===== src/rtl/sram_like_arbiter.sv =====
// rtl/sram_like_arbiter.sv - data-priority arbiter sharing one sram-like master port between inst and data buses
module sram_like_arbiter #(
    parameter int STARVE_LIMIT = 4,
    parameter int CNT_W        = 3
) (
    input  logic        clock,
    input  logic        reset,
    input  logic        inst_req,
    input  logic        inst_wr,
    input  logic [1:0]  inst_size,
    input  logic [31:0] inst_addr,
    input  logic [31:0] inst_wdata,
    output logic [31:0] inst_rdata,
    output logic        inst_addr_ok,
    output logic        inst_data_ok,
    input  logic        data_req,
    input  logic        data_wr,
    input  logic [1:0]  data_size,
    input  logic [31:0] data_addr,
    input  logic [31:0] data_wdata,
    output logic [31:0] data_rdata,
    output logic        data_addr_ok,
    output logic        data_data_ok,
    output logic        m_req,
    output logic        m_wr,
    output logic [1:0]  m_size,
    output logic [31:0] m_addr,
    output logic [31:0] m_wdata,
    input  logic [31:0] m_rdata,
    input  logic        m_addr_ok,
    input  logic        m_data_ok
);

    typedef enum logic [2:0] {IDLE, ADDR_I, ADDR_D, DATA_I, DATA_D} state_t;

    localparam logic [CNT_W-1:0] LIMIT   = CNT_W'(STARVE_LIMIT);
    localparam logic [CNT_W-1:0] CNT_MAX = '1;

    state_t           state, next_state;
    logic [CNT_W-1:0] starve_cnt, next_cnt;
    logic             starved, pick_d, arb;

    assign inst_rdata = m_rdata;
    assign data_rdata = m_rdata;

    assign starved = inst_req && (STARVE_LIMIT != 0) && (starve_cnt >= LIMIT);
    assign pick_d  = data_req && !starved;
    // Arbitrate when idle, or in the very cycle the current transaction completes.
    assign arb     = (state == IDLE) || (((state == DATA_I) || (state == DATA_D)) && m_data_ok);

    always_comb begin
        next_state   = state;
        next_cnt     = starve_cnt;
        m_req        = 1'b0;
        m_wr         = 1'b0;
        m_size       = 2'b00;
        m_addr       = 32'h0;
        m_wdata      = 32'h0;
        inst_addr_ok = 1'b0;
        data_addr_ok = 1'b0;
        inst_data_ok = 1'b0;
        data_data_ok = 1'b0;
        case (state)
            ADDR_I: begin
                if (inst_req) begin
                    m_req        = 1'b1;
                    m_wr         = inst_wr;
                    m_size       = inst_size;
                    m_addr       = inst_addr;
                    m_wdata      = inst_wdata;
                    inst_addr_ok = m_addr_ok;
                    if (m_addr_ok) next_state = DATA_I;
                end else begin
                    next_state = IDLE;
                end
            end
            ADDR_D: begin
                if (data_req) begin
                    m_req        = 1'b1;
                    m_wr         = data_wr;
                    m_size       = data_size;
                    m_addr       = data_addr;
                    m_wdata      = data_wdata;
                    data_addr_ok = m_addr_ok;
                    if (m_addr_ok) next_state = DATA_D;
                end else begin
                    next_state = IDLE;
                end
            end
            DATA_I:  inst_data_ok = m_data_ok;
            DATA_D:  data_data_ok = m_data_ok;
            default: ;
        endcase
        if (arb) begin
            if (pick_d) begin
                next_state = ADDR_D;
                if (!inst_req)
                    next_cnt = '0;
                else if (starve_cnt != CNT_MAX)
                    next_cnt = starve_cnt + 1'b1;
            end else if (inst_req) begin
                next_state = ADDR_I;
                next_cnt   = '0;
            end else begin
                next_state = IDLE;
            end
        end
    end

    always_ff @(posedge clock or posedge reset) begin
        if (reset) begin
            state      <= IDLE;
            starve_cnt <= '0;
        end else begin
            state      <= next_state;
            starve_cnt <= next_cnt;
        end
    end

endmodule


===== config.mk =====
export PLATFORM = sky130hd
export DESIGN_NAME = sram_like_arbiter
export DESIGN_NICKNAME = d
export VERILOG_FILES = /design/src/rtl/sram_like_arbiter.sv
export SDC_FILE = /design/constraint.sdc
export NUM_CORES = 1
export LEC_CHECK = 0
export CORE_AREA = 4 4 116 118
export DETAILED_ROUTE_END_ITERATION = 10
export DIE_AREA = 0 0 120 122
export PLACE_DENSITY = 0.59
export RECOVER_POWER = 50
export SLEW_MARGIN = 20
export SYNTH_ARGS = -nofsm -noshare
export SYNTH_HDL_FRONTEND = slang
export SYNTH_SLANG_ARGS = --single-unit

===== constraint.sdc =====
create_clock -name clock -period 3.6 [get_ports clock]
set_input_delay 0.72 -clock clock [delete_from_list [all_inputs] [get_ports clock]]
set_output_delay 0.72 -clock clock [all_outputs]
set_load 0.02 [all_outputs]

==> metrics.txt, run 1 <==
final setup TNS 0 ns; Comb pwr share 80.3%; commonest non-fill, non-tap cell in the layout clkdlybuf4s50_1; slowest stage cell, crit path clkdlybuf4s50_1; Worst Hold End starve_cnt[1]$_DFFE_PP0P_; vias in the first global route 2,204; fmax 292 MHz; cell count after synthesis 202; worst setup margin 0.177 ns; CTS clk-pin slew, worst paths 0.03 ns; initial antenna violation count 0; final WL 8540 µm; sequential share of the synthesized area 8.98%; share of cells above drive strength 1 4.41%; worst endpoint required time 2.88 ns; Tcrit/Tclk final 95.1%; commonest cells after routing, fill and taps aside 208 x clkdlybuf4s50_1, 67 x a22o_1, 7 x o21ai_0; crit path kind in2out; Pwr Total 1.66 mW; Avg Inst Size Synth 8.28 µm²; grt ovf 0; Worst R2R Start state[2]$_DFFE_PP0P_; Final Max Tran Viols 0; Num CTS Buffers 3; Switch Pwr 0.713 mW; outcome finished, final reports clean; WP data arrival 2.70 ns; Post-DP HPWL 7130 µm; Wirelength per Cell 16.7 µm; DRC Markers 0; worst hold path depth 2; minimum clock period 3.42 ns; Worst path top cell family by delay buffers and inverters; Placed Cells 509; clock skew 0.00163 ns; routed vias/inst 4.10; Cell Rows 41; NumNets Final 516; Syn-to-layout area delta 114%; crit-path cells clkdlybuf4s50_1 > nor2b_1 > and3b_2 > buf_12 > a22o_1 > clkdlybuf4s50_1; GP Congestion 0.772; Slew HR 55.5%; hold_sp starve_cnt[1]$_DFFE_PP0P_; FF-to-FF path depth 4; Clock Latency Late Sink 0.22 ns; PortBufs 211; clock power share 10.6%; startpoint type of the worst setup path input pin; die span in x 120 µm; clock buffer depth 2; CP Max Fanout 37; Top Usage Layer GRT met2; Antenna diodes 0; Crit path buffers/inverters 3; Tot GR Track Use 10.3%; clock sink total 6; internal reg-to-reg setup slack 1.66 ns; first-pass GRT wire length 12,200 µm; Pwr Density 464 nW/µm²; via count 2,101; Layout fillers 1,310; initial core utilization 13.4%; final hold vios 0; number of library cell types mapped by synthesis 33; area leader, netlist a22o_1; Final Non-Filler Cells 512; Core Footprint 12,500 µm²; drt first-iter violations 69; Synth Warn # 0; CTS tree yes; Post-DRT Antenna Nets 0; Syn Nets 376; final hold slack 0.587 ns; leak pwr 1.34 nW; top cell type's share of synthesized area 35.1%; Worst R2R End state[0]$_DFFE_PP0P_; synthesized flop and latch total 6; worst min path class reg2reg; Detailed Routing Iterations Pass 1 4; Die Area 14,600 µm²; top cells by area, synth a22o_1 35%, buf_4 30%, dfrtp_1 9.0%; Seq pwr share 9.1%; maximum vdd drop 420 µV; IO Pins 308; Post-Place Setup Slack 0.178 ns; slew at the pin with the worst max-slew slack 0.663 ns; met2 Use GR 19.1%; setup bufs post-CTS 0; cell mode on critical path clkdlybuf4s50_1; max-cap violation count 0; final number of setup-violating endpoints 0; CTS Root Cell clkbuf_16; largest net degree at the start of global routing 40; unrepaired setup endpoints after global routing false; DIE HEIGHT 122 µm; H-tree levels 1; Sw Ratio 43.0%; Netlist Area Pre-Place 1670 µm²; M1 GR Usage 11.3%; area of the multi-input gates 908 µm²; Worst path max stage delay 0.62 ns; met3 Usage GRT 3.53%; Pint 0.943 mW; FF/Latch Area 150 µm²; critical path capture point type output port
cell type report:
cell class	instances	area share [%]
Clock buffer	3	2.10
Inverter	3	0.315
Multi-Input combinational cell	111	25.4
Sequential cell	6	4.21
Tap cell	172	6.03
Timing Repair Buffer	217	61.9
metal layers:
| metal | share of wire (%) | vias to the layer above |
|---|---|---|
| met1 | 36 | 960 |
| met3 | 11 | 30 |
| met2 | 50 | 136 |
| met5 | 0 | - |
| li1 | - | 975 |
| met4 | 2.3 | 0 |
cell usage after synthesis:
| library cell | count |
|---|---|
| a21boi_0 | 1 |
| a21oi_1 | 2 |
| a21oi_2 | 1 |
| a22o_1 | 67 |
| a2bb2oi_1 | 1 |
| and2_1 | 2 |
| and3b_1 | 2 |
| and4b_1 | 1 |
| buf_2 | 9 |
| buf_4 | 67 |
| buf_6 | 2 |
| clkbuf_1 | 4 |
| dfrtp_1 | 6 |
| ha_1 | 2 |
| inv_1 | 3 |
| mux2_1 | 2 |
| mux2_2 | 1 |
| nand2_1 | 4 |
| nand2b_1 | 2 |
| nand3_1 | 2 |
| nand3b_1 | 1 |
| nor2_1 | 1 |
| nor2b_1 | 1 |
| nor3_2 | 3 |
| nor3b_1 | 1 |
| nor3b_2 | 1 |
| nor4_1 | 1 |
| o21ai_0 | 7 |
| o221ai_1 | 1 |
| o31ai_1 | 1 |
| o32ai_4 | 1 |
| or2_1 | 1 |
| or4_1 | 1 |
tightest hold or removal path, delay by kind of cell, from the launching register on:
kind           cells  cell delay [ns]
flip-flops         1             0.36
AO/OA/AOI/OAI      2             0.18
kinds of logic (layout without fill, tap and decap cells):
logic type | after synthesis | in the layout | synth area share, %
buffers and inverters | 85 | 223 | 35.7
DFF | 6 | 6 | 8.98
and+or+nand+nor | 24 | 24 | 9.88
AOI/OAI and AO/OA | 82 | 82 | 41.9
adders and majority gates | 2 | 2 | 1.50
muxes | 3 | 3 | 2.02
timing repair:
| action | 4_1_cts | 5_1_grt |
|---|---|---|
| hold buffers | 0 | 0 |
| endpoints found under the hold margin | 0 | 0 |
| resized for setup | 0 | 1 |
| setup endpoints to repair | 0 | 1 |
how the worst max path moves through the flow:
stage                     startpoint  slack [ns]  cells after the start      endpoint
after global placement     m_data_ok        0.13                      6  data_addr_ok
after detailed placement    inst_req        0.18                      6    m_addr[28]
after global routing        inst_req        0.08                      6    m_wdata[1]
after floorplan             data_req        1.10                      4  data_addr_ok
after CTS                   data_req        0.16                      6    m_wdata[1]
final                       inst_req        0.18                      6    m_wdata[9]
power groups by stage:
| stage | Combinational [mW] | Clock [mW] | Sequential (mW) |
|---|---|---|---|
| finish | 1.33 | 0.176 | 0.151 |
| global route | 1.41 | 0.185 | 0.158 |
| CTS | 1.37 | 0.180 | 0.154 |
| detailed placement | 1.36 | 0 | 0.155 |
| global placement | 1.35 | 0 | 0.150 |
| floorplan | 0.855 | 0 | 0.109 |
stage by stage:
stage               area [µm²]  util [%]
finish                    3570      28.6
global route              3570      28.6
CTS                       3590      28.8
detailed placement        3520      28.2
global placement          3520      28.2
floorplan                 1670         -
state kept, by name (all words and copies together), names as in the netlist:
| signal | cells |
|---|---|
| starve_cnt | 3 |
| state | 3 |
No activity file was read; power rests on OpenSTA's default activity.
==> run 2: changes to the inputs <==
- ABC_CLOCK_PERIOD_IN_PS: default -> 2800
- CORE_AREA: 4 4 116 118 -> 4 4 117 119
- DIE_AREA: 0 0 120 122 -> 0 0 121 123
- PLACE_DENSITY: 0.59 -> 0.6
- clock period: 3.6 -> 2.8 ns (I/O delays scaled with it)
==> metrics.txt, run 2 (same netlist as run 1, synthesis figures left out) <==
Final Max Tran Viols 0 (unchanged); top flop regs starve_cnt (3), state (3) (unchanged); fmax 371 MHz; final hold vios 0 (unchanged); WP data arrival 2.14 ns (was 2.70 ns); Post-DP HPWL 8140 µm (was 7130 µm); NumNets Final 530 (was 516); worst endpoint required time 2.24 ns (was 2.88 ns); final setup TNS 0 ns (unchanged); GP Congestion 0.802 (was 0.772); final number of setup-violating endpoints 0 (unchanged); commonest non-fill, non-tap cell in the layout clkdlybuf4s50_1 (unchanged); leak pwr 1.59 nW (was 1.34 nW); Num CTS Buffers 3 (unchanged); Die Area 14,900 µm² (was 14,600 µm²); critical path capture point type output port (unchanged); met2 Use GR 21.2% (was 19.1%); clock sink total 6 (unchanged); internal reg-to-reg setup slack 0.73 ns (was 1.66 ns); clock buffer depth 2 (unchanged); clock power share 10.3% (was 10.6%); Sw Ratio 45.6% (was 43.0%); CTS Root Cell clkbuf_16 (unchanged); Clock Latency Late Sink 0.22 ns (about the same); Post-DP Area 3530 µm² (was 3520 µm²); PortBufs 211 (unchanged); Critical Path Start inst_req (unchanged); commonest cells after routing, fill and taps aside 138 x clkdlybuf4s50_1, 67 x a22o_1, 26 x dlygate4sd2_1 (was 208 x clkdlybuf4s50_1, 67 x a22o_1, 7 x o21ai_0); first-pass GRT wire length 13,600 µm (was 12,200 µm); Top Usage Layer GRT met2 (unchanged); DIE HEIGHT 123 µm (was 122 µm); Tot GR Track Use 11.8% (was 10.3%); worst setup margin 0.104 ns (was 0.177 ns); vias in the first global route 2,276 (was 2,204); grt ovf 0 (unchanged); startpoint type of the worst setup path input pin (unchanged); maximum vdd drop 310 µV (was 420 µV); Wirelength per Cell 19.4 µm (was 16.7 µm); Post-DRT Antenna Nets 0 (unchanged); minimum clock period 2.70 ns; max-cap violation count 0 (unchanged); H-tree levels 1 (unchanged); via count 2,159 (was 2,101); Final Non-Filler Cells 526 (was 512); finished layout cell area 3660 µm² (was 3570 µm²); Post-Place Setup Slack -0.339 ns (was 0.178 ns); Pint 1.19 mW (was 0.943 mW); worst min path class reg2reg (unchanged); crit path kind in2out (unchanged); Detailed Routing Iterations Pass 1 4 (unchanged); M1 GR Usage 14.2% (was 11.3%); Seq pwr share 8.7% (was 9.1%); Core Footprint 12,600 µm² (was 12,500 µm²); CTS clk-pin slew, worst paths 0.03 ns (about the same); Slew HR 50.9% (was 55.5%); IO Pins 308 (unchanged); share of cells above drive strength 1 20.1% (was 4.41%); CP Max Fanout 23 (was 37); clock skew 0.000535 ns (was 0.00163 ns); Placed Cells 516 (was 509); Cell Rows 41 (unchanged); Switch Pwr 0.997 mW (was 0.713 mW); routed vias/inst 4.10 (about the same); DRC Markers 0 (unchanged); CTS tree yes (unchanged); Worst R2R Start state[2]$_DFFE_PP0P_ (unchanged); Antenna diodes 0 (unchanged); Comb pwr share 81.1% (was 80.3%); drt first-iter violations 148 (was 69); Pwr Density 596 nW/µm² (was 464 nW/µm²); initial core utilization 13.3% (was 13.4%); die span in x 121 µm (was 120 µm); hold_sp starve_cnt[0]$_DFFE_PP0P_ (was starve_cnt[1]$_DFFE_PP0P_); Syn-to-layout area delta 119% (was 114%); Tcrit/Tclk final 96.3%; slew at the pin with the worst max-slew slack 0.730 ns (was 0.663 ns); Pwr Total 2.18 mW (was 1.66 mW); unrepaired setup endpoints after global routing false (unchanged); FF-to-FF path depth 4 (unchanged); met3 Usage GRT 4.16% (was 3.53%); initial antenna violation count 0 (unchanged); final WL 10,200 µm (was 8540 µm); outcome finished, final reports clean (unchanged); largest net degree at the start of global routing 25 (was 40); CP Capture Point m_wdata[5] (was m_wdata[9]); Worst R2R End state[0]$_DFFE_PP0P_ (unchanged)
run 2: how the worst min path moves through the flow:
stage | depth (start not counted) | slack [ns] | end
2_1_floorplan | 1 | 0.35 | starve_cnt[0]$_DFFE_PP0P_
3_3_place_gp | 2 | 0.53 | starve_cnt[1]$_DFFE_PP0P_
3_5_place_dp | 2 | 0.54 | starve_cnt[0]$_DFFE_PP0P_
4_1_cts | 2 | 0.55 | starve_cnt[0]$_DFFE_PP0P_
5_1_grt | 2 | 0.61 | starve_cnt[1]$_DFFE_PP0P_
6_report | 2 | 0.55 | starve_cnt[0]$_DFFE_PP0P_
run 2: what timing repair did:
item	CTS	global route
resized for setup	161	11
pin swaps	0	0
gates cloned	2	1
endpoints found under the hold margin	0	0
endpoints found under the setup margin	67	37
hold buffers	0	0
buffers inserted	2	2
run 2: power groups by stage:
| stage | Combinational, mW | Sequential [mW] | Clock (mW) |
|---|---|---|---|
| global placement | 1.81 | 0.185 | 0 |
| global route | 1.87 | 0.199 | 0.237 |
| CTS | 1.77 | 0.187 | 0.231 |
| finish | 1.77 | 0.189 | 0.225 |
| floorplan | 1.10 | 0.140 | 0 |
| detailed placement | 1.80 | 0.188 | 0 |
run 2: layout make-up:
cell class,count,area [µm²]
Fill cell,1345,8910
Timing Repair Buffer,231,2280
Multi-Input combinational cell,111,932
Tap cell,172,215
Sequential cell,6,150
Clock buffer,3,75.1
Inverter,3,11.3
run 2: routing by layer:
| layer | routed length, µm | up-vias |
|---|---|---|
| met5 | 0 | - |
| met4 | 29 | 0 |
| met3 | 1090 | 6 |
| met2 | 5150 | 142 |
| met1 | 3910 | 1009 |
| li1 | - | 1002 |
run 2: critical path, cell delays in order:
cell             delay (ns)
dlygate4sd2_1          0.25
nor2b_2                0.16
and3b_2                0.27
buf_12                 0.13
bufbuf_16              0.29
a22o_1                 0.20
clkdlybuf4s15_2        0.26
run 2: through the flow:
stage / utilization [%] / hold WS, ns
2_1_floorplan: - / 0.351
3_3_place_gp: 28.1 / 0.527
3_5_place_dp: 28.1 / 0.543
4_1_cts: 29.0 / 0.550
5_1_grt: 29.1 / 0.606
6_report: 29.1 / 0.550
